`src/rtl/fetch_pkg.sv`:
```
// Shared constants, state encoding and helpers for the instruction fetch unit.
package fetch_pkg;

  localparam int unsigned WORD_W = 32;

  localparam logic [WORD_W-1:0] RESET_PC_DEF  = 32'h0000_0000;
  localparam logic [WORD_W-1:0] HALT_WORD_DEF = 32'hFFFF_FFFF;
  localparam logic [WORD_W-1:0] NOP_WORD_DEF  = 32'h0000_0000;

  typedef enum logic {
    ST_RUN    = 1'b0,
    ST_HALTED = 1'b1
  } fetch_state_e;

  // Clear the byte-offset bits so every fetch address is word aligned.
  function automatic logic [WORD_W-1:0] word_align(input logic [WORD_W-1:0] addr);
    return addr & ~WORD_W'(3);
  endfunction

endpackage

```
`src/rtl/pc_next_sel.sv`:
```
// Next-PC priority mux: jump > branch > hold > sequential, always word aligned.
module pc_next_sel
  import fetch_pkg::*;
(
  input  logic [WORD_W-1:0] i_pc,
  input  logic              i_jump,
  input  logic [WORD_W-1:0] i_jump_target,
  input  logic              i_branch,
  input  logic [WORD_W-1:0] i_branch_target,
  input  logic              i_hold,
  output logic [WORD_W-1:0] o_pc_next_c,
  output logic [WORD_W-1:0] o_pc_plus4_c
);

  // Select the next PC; sequential increment wraps modulo 2^32.
  always_comb begin
    o_pc_plus4_c = i_pc + WORD_W'(4);
    o_pc_next_c  = i_pc;
    if (i_jump) begin
      o_pc_next_c = word_align(i_jump_target);
    end else if (i_branch) begin
      o_pc_next_c = word_align(i_branch_target);
    end else if (!i_hold) begin
      o_pc_next_c = word_align(o_pc_plus4_c);
    end
  end

endmodule

```
`src/rtl/instruction_fetch_unit.sv`:
```
// IF stage: PC register, IF/ID pipeline register and RUN/HALTED control.
// Optional simulation trace of IF/ID loads is enabled by defining FETCH_TRACE_EN.
module instruction_fetch_unit
  import fetch_pkg::*;
#(
  parameter logic [WORD_W-1:0] RESET_PC  = RESET_PC_DEF,
  parameter logic [WORD_W-1:0] HALT_WORD = HALT_WORD_DEF,
  parameter logic [WORD_W-1:0] NOP_WORD  = NOP_WORD_DEF
) (
  input  logic              Clk,
  input  logic              Reset,
  output logic [WORD_W-1:0] FetchAddress,
  input  logic [WORD_W-1:0] FetchInstruction,
  input  logic              Stall,
  input  logic              Flush,
  input  logic              BranchTaken,
  input  logic [WORD_W-1:0] BranchTarget,
  input  logic              Jump,
  input  logic [WORD_W-1:0] JumpTarget,
  output logic [WORD_W-1:0] IF_ID_Instruction,
  output logic [WORD_W-1:0] IF_ID_PCPlus4,
  output logic              IF_ID_Valid,
  output logic              Halted
);

  logic [WORD_W-1:0] r_pc;
  logic [WORD_W-1:0] r_ifid_instr;
  logic [WORD_W-1:0] r_ifid_pcp4;
  logic              r_ifid_valid;
  fetch_state_e      r_state;
  fetch_state_e      w_state_next;

  logic [WORD_W-1:0] w_fetch_addr;
  logic [WORD_W-1:0] w_pc_next;
  logic [WORD_W-1:0] w_pc_plus4;
  logic              w_redirect;
  logic              w_halted;
  logic              w_bubble;
  logic              w_load;

  assign w_fetch_addr = word_align(r_pc);
  assign w_redirect   = Jump | BranchTaken;
  assign w_halted     = (r_state == ST_HALTED);
  assign w_bubble     = w_redirect | Flush;
  assign w_load       = !w_bubble && !Stall && !w_halted;

  pc_next_sel u_pc_next_sel (
    .i_pc            (w_fetch_addr),
    .i_jump          (Jump),
    .i_jump_target   (JumpTarget),
    .i_branch        (BranchTaken),
    .i_branch_target (BranchTarget),
    .i_hold          (w_halted | Stall),
    .o_pc_next_c     (w_pc_next),
    .o_pc_plus4_c    (w_pc_plus4)
  );

  // PC register.
  always_ff @(posedge Clk) begin
    if (Reset) begin
      r_pc <= RESET_PC;
    end else begin
      r_pc <= w_pc_next;
    end
  end

  // IF/ID register: bubble on redirect/flush, hold on stall or halt, else capture.
  always_ff @(posedge Clk) begin
    if (Reset) begin
      r_ifid_instr <= NOP_WORD;
      r_ifid_pcp4  <= '0;
      r_ifid_valid <= 1'b0;
    end else if (w_bubble) begin
      r_ifid_instr <= NOP_WORD;
      r_ifid_pcp4  <= '0;
      r_ifid_valid <= 1'b0;
    end else if (w_load) begin
      r_ifid_instr <= FetchInstruction;
      r_ifid_pcp4  <= w_pc_plus4;
      r_ifid_valid <= 1'b1;
    end
  end

  // FSM state register.
  always_ff @(posedge Clk) begin
    if (Reset) begin
      r_state <= ST_RUN;
    end else begin
      r_state <= w_state_next;
    end
  end

  // FSM next state: halt once HALT_WORD is captured; only a redirect resumes.
  always_comb begin
    w_state_next = r_state;
    case (r_state)
      ST_RUN: begin
        if (w_load && (FetchInstruction == HALT_WORD)) begin
          w_state_next = ST_HALTED;
        end
      end
      ST_HALTED: begin
        if (w_redirect) begin
          w_state_next = ST_RUN;
        end
      end
      default: w_state_next = ST_RUN;
    endcase
  end

  assign FetchAddress      = w_fetch_addr;
  assign IF_ID_Instruction = r_ifid_instr;
  assign IF_ID_PCPlus4     = r_ifid_pcp4;
  assign IF_ID_Valid       = r_ifid_valid;
  assign Halted            = w_halted;

`ifdef FETCH_TRACE_EN
  // Simulation trace of every IF/ID update and of the transition into HALTED.
  always_ff @(posedge Clk) begin
    if (!Reset && (w_bubble || w_load)) begin
      $display("IFU: PC=%h instr=%h redirect=%b", w_fetch_addr, FetchInstruction, w_redirect);
    end
    if (!Reset && (r_state == ST_RUN) && (w_state_next == ST_HALTED)) begin
      $display("IFU: entering HALTED at PC=%h", w_fetch_addr);
    end
  end
`endif

endmodule

```
`config.mk`:
```
export PLATFORM = sky130hd
export DESIGN_NAME = instruction_fetch_unit
export DESIGN_NICKNAME = d
export VERILOG_FILES = /design/src/rtl/fetch_pkg.sv /design/src/rtl/pc_next_sel.sv /design/src/rtl/instruction_fetch_unit.sv
export SDC_FILE = /design/constraint.sdc
export NUM_CORES = 1
export LEC_CHECK = 0
export CAP_MARGIN = 20
export CORE_AREA = 3 3 95 116
export CTS_BUF_LIST = sky130_fd_sc_hd__clkbuf_4 sky130_fd_sc_hd__clkbuf_8
export CTS_CLUSTER_SIZE = 25
export DETAILED_ROUTE_END_ITERATION = 6
export DIE_AREA = 0 0 98 119
export PLACE_DENSITY = 0.85
export SETUP_SLACK_MARGIN = 0.2
export SKIP_CTS_REPAIR_TIMING = 1
export SYNTH_ARGS = -nofsm -noshare
export SYNTH_HDL_FRONTEND = slang
export SYNTH_SLANG_ARGS = --single-unit
```
`constraint.sdc`:
```
create_clock -name Clk -period 7.2 [get_ports Clk]
set_clock_uncertainty 0.2 [all_clocks]
set_input_delay 1.44 -clock Clk [delete_from_list [all_inputs] [get_ports Clk]]
set_output_delay 1.44 -clock Clk [all_outputs]
set_load 0.005 [all_outputs]
```
Yosys cells after proc, flatten, opt, wreduce, memory -nomap -nowiden
Cells that the tools add are included.
{ "totals": {"ff_bits": 96, "inputBits": 102, "output_inout_bits": 98} }
{ "op_classes": {"add_sub_neg": 1, "eq_ne": 2, "n_mux": 6, "bitwise_logic": 4, "n_reduce_logical": 7} }
{ "ops": {"columns": ["operator", "n"], "rows": [
  ["32-bit 2-to-1 mux", 3],
  ["32-bit by 3-bit adder with 32-bit output, second input constant", 1],
  ["32-bit equality test, second input constant", 1],
  ["1-bit logical AND", 3],
  ["1-bit zero test", 3],
  ["3-bit != test, second input constant", 1],
  ["1-bit OR", 3],
  ["1-bit 2-to-1 mux", 2],
  ["1-bit case mux with 2 select lines", 1],
  ["2-bit OR reduction", 1],
  ["1-bit NOT", 1]
]} }

Depth between registers and ports, before layout
Gate-level depths: netlist (run 1).
{ "logic_depth": {"word_depth": 8, "ltp_mapped": 8, "ltp_nobuf": 6} }

Cells and area by module
A second synthesis (run 1) with hierarchy kept.
{ "hier_totals": {"hier_cells": 569, "area_unflattened_um2": 5134.9} }
{ "modules_own_cells": {"columns": ["mod", "n_inst", "cells_each", "area_per_inst_um2"], "rows": [
  ["instruction_fetch_unit", 1, 237, 3143.0],
  ["pc_next_sel", 1, 332, 1991.9]
]} }

Worst setup path before layout (run 1)
No wires, ideal clock.
{ "synth_timing": {"path_type": "input to register", "startpoint": "input port Stall", "endpoint": "register r_ifid_instr[22] (netlist: IF_ID_Instruction[22])", "setup_time_ns": 0.119, "arrival_ns": 2.798, "t_required_ns": 6.881, "slack_ns": 4.084, "stages": 6, "cell_sequence": "or2_2 > clkbuf_1 > or3_1 > clkbuf_1 > clkbuf_1 > o221a_2"} }
{ "synth_via": {"elab_chain_len": 3} }
{ "synth_rtl": {"columns": ["element", "line", "rtl"], "rows": [
  ["from (decl)", "instruction_fetch_unit.sv:14", "input logic Stall,"],
  ["1-bit zero test", "instruction_fetch_unit.sv:45", "assign w_load = !w_bubble && !Stall && !w_halted;"],
  ["1-bit logical AND (2 in series)", "instruction_fetch_unit.sv:45", null],
  ["to (signal assigned)", "instruction_fetch_unit.sv:78", "r_ifid_instr <= FetchInstruction;"],
  ["to (decl)", "instruction_fetch_unit.sv:27", "logic [WORD_W-1:0] r_ifid_instr;"]
]} }
No other way between the ends.
A chain may end at the register's enable or synchronous reset.

Final worst setup path (run 1)
{ "layout_timing": {"startpoint": "input port BranchTaken", "endpoint": "register r_ifid_pcp4[4] (netlist: IF_ID_PCPlus4[4])"} }
{ "layout_via": {"elab_chain_len": 5, "elab_cells_between_ends": 6, "classes_between": "bitwise (2); reduce/logical (4)"} }
{ "layout_rtl": {"columns": ["element", "line", "rtl"], "rows": [
  ["from (decl)", "instruction_fetch_unit.sv:16", "input logic BranchTaken,"],
  ["1-bit OR (*)", "instruction_fetch_unit.sv:42", "assign w_redirect = Jump | BranchTaken;"],
  ["1-bit OR (*)", "instruction_fetch_unit.sv:44", "assign w_bubble = w_redirect | Flush;"],
  ["1-bit zero test", "instruction_fetch_unit.sv:45", null],
  ["1-bit logical AND (2 in series)", "instruction_fetch_unit.sv:45", null],
  ["to (signal assigned)", "instruction_fetch_unit.sv:79", "r_ifid_pcp4 <= w_pc_plus4;"],
  ["to (decl)", "instruction_fetch_unit.sv:28", "logic [WORD_W-1:0] r_ifid_pcp4;"]
]} }
Mark *: on every way between the ends. The rest lies on a longest branch, timed or not.

==> results.json, run 1 <==
{
  "drv_slew": 0,
  "crit_type": "in2reg",
  "rows": 40,
  "die-area_um2": 11700,
  "syn_area_per_cell_um2": 8.69,
  "hp-class": "reg2reg",
  "setup-violations-final": 0,
  "cts_buffers": 9,
  "drc": 0,
  "worstPathMaxFanout": 44,
  "fin_area_um2": 6830,
  "ys_ff_latch": 94,
  "clk_pin_slew_ns": 0.09,
  "worst-endpoint-arrival_ns": 3.92,
  "syn2layout_area_growth_pct": 46.4,
  "maxSlewHeadroom": 0.290,
  "hp-start": "IF_ID_Valid",
  "power_density_nw_per_um2": 164,
  "drive_above_1_share": 0.103,
  "final_common_cell": "clkdlybuf4s50_1",
  "vias_per_cell": 6.09,
  "first_pass_iters": 7,
  "drv_cap": 0,
  "grt.total_usage": 0.273,
  "final_cell_mix": "190 x clkdlybuf4s50_1, 94 x dfxtp_1, 53 x a21oi_1",
  "gp_congestion": 0.886,
  "worstSetupStartpoint": "BranchTaken",
  "drt_iter0_drc": 335,
  "power_leakage_nw": 2.36,
  "clockBufferDepth": 2,
  "die_w_um": 98,
  "synthArstFlopShare": 0,
  "syn_inst": 537,
  "finalSetupTns_ns": 0,
  "io_buffers": 191,
  "grt_max_degree": 49,
  "hpwl_mm": 11.6,
  "ys_seq_area_frac": 0.403,
  "die_h_um": 119,
  "synth-edff-count": 0,
  "core_region_area_um2": 9960,
  "post-route-period-util": 0.529,
  "vias": 5066,
  "clock_latency_ns": 0.37,
  "status": "finished clean",
  "synthFlopType": "dfxtp_1",
  "required_ns": 7.31,
  "cp-end-kind": "register",
  "cts_tree": "built",
  "syn_area_um2": 4660,
  "clock_sinks": 94,
  "max_freq_mhz": 263,
  "rr_startpoint": "r_pc[2]",
  "period_needed_ns": 3.81,
  "grt_pass1_wl_mm": 26.1,
  "antenna_found_initial": 0,
  "cp-start-kind": "primary input",
  "nets": 804,
  "peakVddDrop_mv": 0.0852,
  "root_buffer": "clkbuf_8",
  "hold_ws_ns": 0.272,
  "worstMarginPinSlew_ns": 1.06,
  "rsz0062_at_grt": "false",
  "synthDistinctLibCells": 56,
  "ant_nets": 0,
  "overflow": 0,
  "grt_pass1_vias": 5137,
  "num_io_pins": 200,
  "yosys_warnings": 0,
  "wl_per_cell_um": 19.5,
  "start_util": 0.468,
  "place_area_um2": 6590,
  "num_antenna_cells": 0,
  "wl_mm": 16.2,
  "h-tree-depth": 3,
  "hold_viol_final": 0
}
-- routing by layer --
metal	vias to the layer above	part of all wire	track usage
met5	-	0	0
met4	0	0.026	0.113
met3	32	0.079	0.0691
met2	259	0.49	0.454
met1	2419	0.41	0.335
li1	2356	-	-
-- logic make-up (layout without fill, tap and decap cells) --
logic type	after synthesis	count (layout)	synth area share
AOI/OAI and AO/OA	187	187	0.285
xor gates and xnor gates	26	26	0.0488
adders and majority gates	1	1	0.00268
buffers and inverters	61	227	0.0561
DFF	94	94	0.403
muxes	8	8	0.0174
other	1	4	0.000804
and+or+nand+nor	159	159	0.186
-- metrics by stage --
stage	total power, mW	cells	utilization	setup slack [ns]
final	1.12	832	0.685	3.39
after floorplan	0.652	540	-	4.08
after global placement	0.764	814	0.662	2.81
after detailed placement	0.770	814	0.662	2.72
after global routing	1.16	832	0.685	3.21
after CTS	1.12	830	0.682	3.12
-- power breakdown --
part	internal [mW]	total (mW)	switching, mW
Sequential	0.537	0.564	0.0262
Combinational	0.114	0.198	0.0837
Clock	0.163	0.356	0.193
Total	0.815	1.12	0.303
-- cell type report --
class,instances,area (µm²)
fill,772,3130
multi-input combinational,385,2550
timing repair buffer,201,2010
sequential,94,1880
tap,126,158
clock buffer,10,131
clock inverter,6,62.6
inverter,10,37.5
-- worst max-delay path, cell delays in order --
cell	delay (ns)
clkdlybuf4s50_1	0.40
buf_4	0.23
or2_1	0.33
nor3_2	0.52
buf_6	0.24
buf_4	0.40
o21ai_0	0.18
a21oi_1	0.14
-- cells in the mapped netlist, types with 12 or more instances --
library cell  count  area (µm²)
a21oi_1          53         265
a22oi_1          12        90.1
clkbuf_1         42         158
dfxtp_1          94        1880
nand2_1          27         101
nand3_1          17        85.1
nand4_1          17         106
nor2_1           29         109
nor3_1           19        95.1
o21ai_0          45         225
o221a_2          33         372
xnor2_1          18         158
-- final timing paths --
| kind | end | slack, ns | cells past startpoint |
|---|---|---|---|
| worst max-delay path | IF_ID_PCPlus4[4] | 3.39 | 8 |
| worst min-delay path | IF_ID_Valid | 0.27 | 1 |
| worst max register to register | r_pc[26] | 4.51 | 6 |
| worst min register to register | IF_ID_Valid | 0.27 | 1 |
-- registers in the layout, indices dropped and copies added, names as in the netlist --
| signal | flops |
|---|---|
| Halted | 1 |
| IF_ID_Valid | 1 |
| IF_ID_PCPlus4 | 30 |
| r_pc | 30 |
| IF_ID_Instruction | 32 |
Note: power is estimated with default switching activity, not from simulation.
==> inputs of run 2 (changes only) <==
Settings changed: CORE_AREA 3 3 95 116 to 3 3 98 119, DIE_AREA 0 0 98 119 to 0 0 101 122, PLACE_DENSITY 0.85 to 0.81.
Clock period 7.2 ns to 3.75 ns, I/O delays scaled along.
==> run 2 against run 1 <==
Net effect:
- setup slack lost 2.3 ns
- flip-flop and latch count is the same
- worst hold slack gained 0.0028 ns
- die area rose by 5.7%
- global-route usage decreased by 1.5 points
- count of clock-buffer cells in the layout is 1 higher
- critical path type is now reg2reg
- cell count is 0.84% higher
- clock power grew 130%
- via count decreased by 0.16%
==> results.json, run 2 (synthesis gave the netlist of run 1 again) <==
{
  "status": "finished clean",
  "power_leakage_nw": 2.40,
  "required_ns": 3.81,
  "rrSetupSlack_ns": 1.06,
  "vias": 5058,
  "grt.total_usage": 0.259,
  "period_needed_ns": 2.69,
  "root_buffer": "clkbuf_8",
  "h-tree-depth": 3,
  "wl_mm": 16.3,
  "wl_per_cell_um": 19.4,
  "whs_endpoint": "IF_ID_Valid",
  "grt_pass1_wl_mm": 25.5,
  "grt_max_degree": 51,
  "die_w_um": 101,
  "grt_pass1_vias": 5031,
  "crit_type": "reg2reg",
  "first_pass_iters": 5,
  "clk_pin_slew_ns": 0.09,
  "cp-end-kind": "register",
  "hp-class": "reg2reg",
  "post-route-period-util": 0.716,
  "cts_buffers": 9,
  "drt_iter0_drc": 360,
  "die-area_um2": 12300,
  "drv_slew": 0,
  "drv_cap": 0,
  "hold_viol_final": 0,
  "hp-start": "IF_ID_Valid",
  "clock_sinks": 94,
  "peakVddDrop_mv": 0.189,
  "hpwl_mm": 12.0,
  "drive_above_1_share": 0.108,
  "vias_per_cell": 6.03,
  "syn2layout_area_growth_pct": 47.7,
  "rsz0062_at_grt": "false",
  "worstMarginPinSlew_ns": 0.821,
  "worstPathMaxFanout": 7,
  "nets": 808,
  "clock_latency_ns": 0.37,
  "setup-violations-final": 0,
  "power_mw": 2.29,
  "core_region_area_um2": 10600,
  "final_common_cell": "clkdlybuf4s50_1",
  "maxSlewHeadroom": 0.451,
  "drc": 0,
  "power_density_nw_per_um2": 333,
  "final_cell_mix": "190 x clkdlybuf4s50_1, 94 x dfxtp_1, 53 x a21oi_1",
  "cp-start-kind": "register",
  "worstReg2RegEnd": "IF_ID_PCPlus4[26]",
  "num_antenna_cells": 0,
  "whs_path_depth": 1,
  "r2r_cells": 6,
  "clockBufferDepth": 2,
  "ant_nets": 0,
  "finalSetupTns_ns": 0,
  "io_buffers": 191,
  "cts_tree": "built",
  "start_util": 0.441,
  "max_freq_mhz": 372,
  "num_io_pins": 200,
  "rr_startpoint": "r_pc[2]",
  "die_h_um": 122,
  "gp_congestion": 0.870,
  "largest_reg_flops": 32,
  "overflow": 0,
  "worst-endpoint-arrival_ns": 2.75,
  "antenna_found_initial": 0,
  "rows": 41
}
## run 2: cell types whose count changed in the layout (fill, tap and decap cells not counted), sizes merged
cell / before / now
inv: 10 / 11
clkinvlp: 3 / 1
clkinv: 2 / 0
buf: 11 / 15
clkbuf: 10 / 11
bufinv: 1 / 3
## run 2: metrics by stage
stage	hold WS [ns]	setup WS, ns	utilization	std cells	cell area, µm²
after floorplan	0.265	1.32	-	540	4680
after global placement	0.246	0.729	0.629	823	6640
after detailed placement	0.253	0.702	0.629	823	6640
after CTS	0.275	1.06	0.652	839	6890
after global routing	0.298	0.882	0.652	839	6890
final	0.275	1.06	0.652	839	6890
## run 2: where the power goes
group	leakage [nW]	internal, mW	switching (mW)
Combinational	1.51	0.220	0.162
Clock	0.121	0.461	0.368
Sequential	0.766	1.03	0.0506
## run 2: how the worst max path moves through the flow
stage,to,from,depth (start not counted),slack [ns]
2_1_floorplan,IF_ID_Instruction[22],Stall,6,1.32
3_3_place_gp,IF_ID_Instruction[4],Stall,5,0.73
3_5_place_dp,IF_ID_Instruction[0],Stall,5,0.70
4_1_cts,IF_ID_PCPlus4[26],r_pc[2],6,1.06
5_1_grt,r_pc[22],r_pc[2],6,0.88
6_report,IF_ID_PCPlus4[26],r_pc[2],6,1.06
## run 2: cell type report
class / count / area, µm²
Fill cell: 891 / 3680
Multi-Input combinational cell: 385 / 2550
Timing Repair Buffer: 205 / 2010
Sequential cell: 94 / 1880
Tap cell: 129 / 161
Clock buffer: 11 / 139
Clock inverter: 5 / 106
Inverter: 10 / 37.5
## run 2: critical path: stages (launching register included)
cell and delay (ns):
dfxtp_1 0.50, ha_1 0.25, nand3_1 0.27, or3_1 0.54, or4_1 0.55, xor2_1 0.19
a21oi_1 0.09
## run 2: layer usage
layer / vias up / GRT usage / part of all wire
li1: 2366 / - / -
met1: 2423 / 0.313 / 0.40
met5: - / 0 / 0
met4: 0 / 0.102 / 0.029
met2: 234 / 0.440 / 0.50
met3: 35 / 0.0619 / 0.079
==> inputs of run 3 (changes only) <==
Clock period 3.75 ns to 2.6 ns, I/O delays scaled along.
==> run 3 against run 2 <==
Net effect:
- sequential share of layout area is 0.98 points lower
- global-route usage is 0.23 points higher
- via count is 3.5% higher
- cell area is 3.9% higher
- setup slack worse by 0.81 ns
- maximum frequency is 15% higher
- worst hold slack worse by 0.0040 ns
- core utilization is 2.5 points higher
- first-iteration DRC count is 20% higher
- combinational power is 59% higher
- critical path type unchanged
- largest cell class unchanged
- highest routed layer unchanged
==> results.json, run 3 (synthesis gave the netlist of run 1 again) <==
{
  "status": "finished clean",
  "wl_per_cell_um": 19.2,
  "clock_latency_ns": 0.36,
  "slowest_stage": "or4_1",
  "post-route-period-util": 0.902,
  "cp_cell_sequence": "ha_1, nand3_1, or3_4, or4_1, o21ai_0, a211oi_1",
  "grt_max_degree": 36,
  "root_buffer": "clkbuf_8",
  "crit_family": "simple AND/OR/NAND/NOR gates",
  "hold_viol_final": 0,
  "die-area_um2": 12300,
  "drt_iter0_drc": 432,
  "vias_per_cell": 6.02,
  "required_ns": 2.64,
  "hold_ws_ns": 0.271,
  "io_buffers": 191,
  "antenna_found_initial": 0,
  "power_density_nw_per_um2": 431,
  "wl_mm": 16.7,
  "drv_slew": 0,
  "n_fill_cell": 853,
  "overflow": 0,
  "fin_cells": 870,
  "start_util": 0.441,
  "seqCellArea_um2": 1880,
  "first_pass_iters": 5,
  "final_common_cell": "clkdlybuf4s50_1",
  "core_region_area_um2": 10600,
  "max_freq_mhz": 426,
  "num_antenna_cells": 0,
  "ant_nets": 0,
  "setup-violations-final": 0,
  "cp-start-kind": "register",
  "nets": 839,
  "h-tree-depth": 3,
  "clk_pin_slew_ns": 0.09,
  "hp-class": "reg2reg",
  "crit_type": "reg2reg",
  "cts_buffers": 9,
  "syn2layout_area_growth_pct": 53.4,
  "grt_pass1_wl_mm": 25.8,
  "clock_sinks": 94,
  "worstMarginPinSlew_ns": 0.551,
  "period_needed_ns": 2.35,
  "rsz0062_at_grt": "false",
  "power_leakage_nw": 2.56,
  "worstPathMaxFanout": 6,
  "crit_buf_inv": 0,
  "worst-endpoint-arrival_ns": 2.38,
  "largest_reg_flops": 32,
  "gp_congestion": 0.845,
  "num_io_pins": 200,
  "die_h_um": 122,
  "drc": 0,
  "place_inst": 850,
  "peakVddDrop_mv": 0.214,
  "clockBufferDepth": 2,
  "drv_cap": 0,
  "multiInputGateArea_um2": 2560,
  "vias": 5235,
  "drive_above_1_share": 0.150,
  "cts_tree": "built",
  "grt.total_usage": 0.261,
  "final_cell_mix": "190 x clkdlybuf4s50_1, 92 x dfxtp_1, 53 x a21oi_1",
  "rows": 41,
  "hpwl_mm": 12.3,
  "grt_pass1_vias": 5231,
  "finalSetupTns_ns": 0,
  "cp-end-kind": "register",
  "critPathMaxStageDelay_ns": 0.56,
  "die_w_um": 101,
  "maxSlewHeadroom": 0.629
}
## run 3: cell types whose count changed in the layout (fill, tap and decap cells not counted), sizes merged
cell      delta
bufinv       -3
inv          -1
clkinvlp     +2
clkbuf       +1
buf         +31
clkinv       +1
## run 3: worst paths after layout
check,startpoint,to,slack (ns),depth (start not counted)
worst max-delay path,r_pc[2],r_pc[26],0.25,6
worst min-delay path,IF_ID_Valid,IF_ID_Valid,0.27,1
worst max register to register,r_pc[2],r_pc[26],0.25,6
worst min register to register,IF_ID_Valid,IF_ID_Valid,0.27,1
## run 3: area by class of cell
| class | instances | share of cell area |
|---|---|---|
| timing repair buffer | 236 | 0.324 |
| multi-input combinational | 385 | 0.358 |
| inverter | 10 | 0.00525 |
| sequential | 94 | 0.263 |
| clock inverter | 4 | 0.00437 |
| tap | 129 | 0.0226 |
| clock buffer | 12 | 0.0222 |
## run 3: layer usage
metal  global-route usage  part of all wire
met4                0.126             0.033
met2                0.455              0.49
met1                0.306              0.39
met3               0.0475             0.082
met5                    0                 0
## run 3: metrics by stage
| stage | instance area [µm²] | setup WS [ns] | total power, mW | util |
|---|---|---|---|---|
| floorplan | 4680 | 0.253 | 1.81 | - |
| global placement | 6910 | 0.212 | 2.16 | 0.654 |
| detailed placement | 6910 | 0.145 | 2.17 | 0.654 |
| CTS | 7100 | 0.174 | 3.09 | 0.672 |
| global route | 7150 | 0.202 | 3.20 | 0.677 |
| finish | 7150 | 0.255 | 3.08 | 0.677 |
## run 3: power by group
part | leakage (nW) | switching, mW | internal [mW]
sequential | 0.766 | 0.0566 | 1.49
combinational | 1.71 | 0.259 | 0.347
clock | 0.0882 | 0.518 | 0.413
## run 3: worst reg2reg max path, delay by kind of cell (launching register included)
family / cells / cell delay [ns]
AO/OA/AOI/OAI: 2 / 0.29
adder cells (fa/ha/maj): 1 / 0.20
flip-flops: 1 / 0.38
AND/OR/NAND/NOR: 3 / 1.15
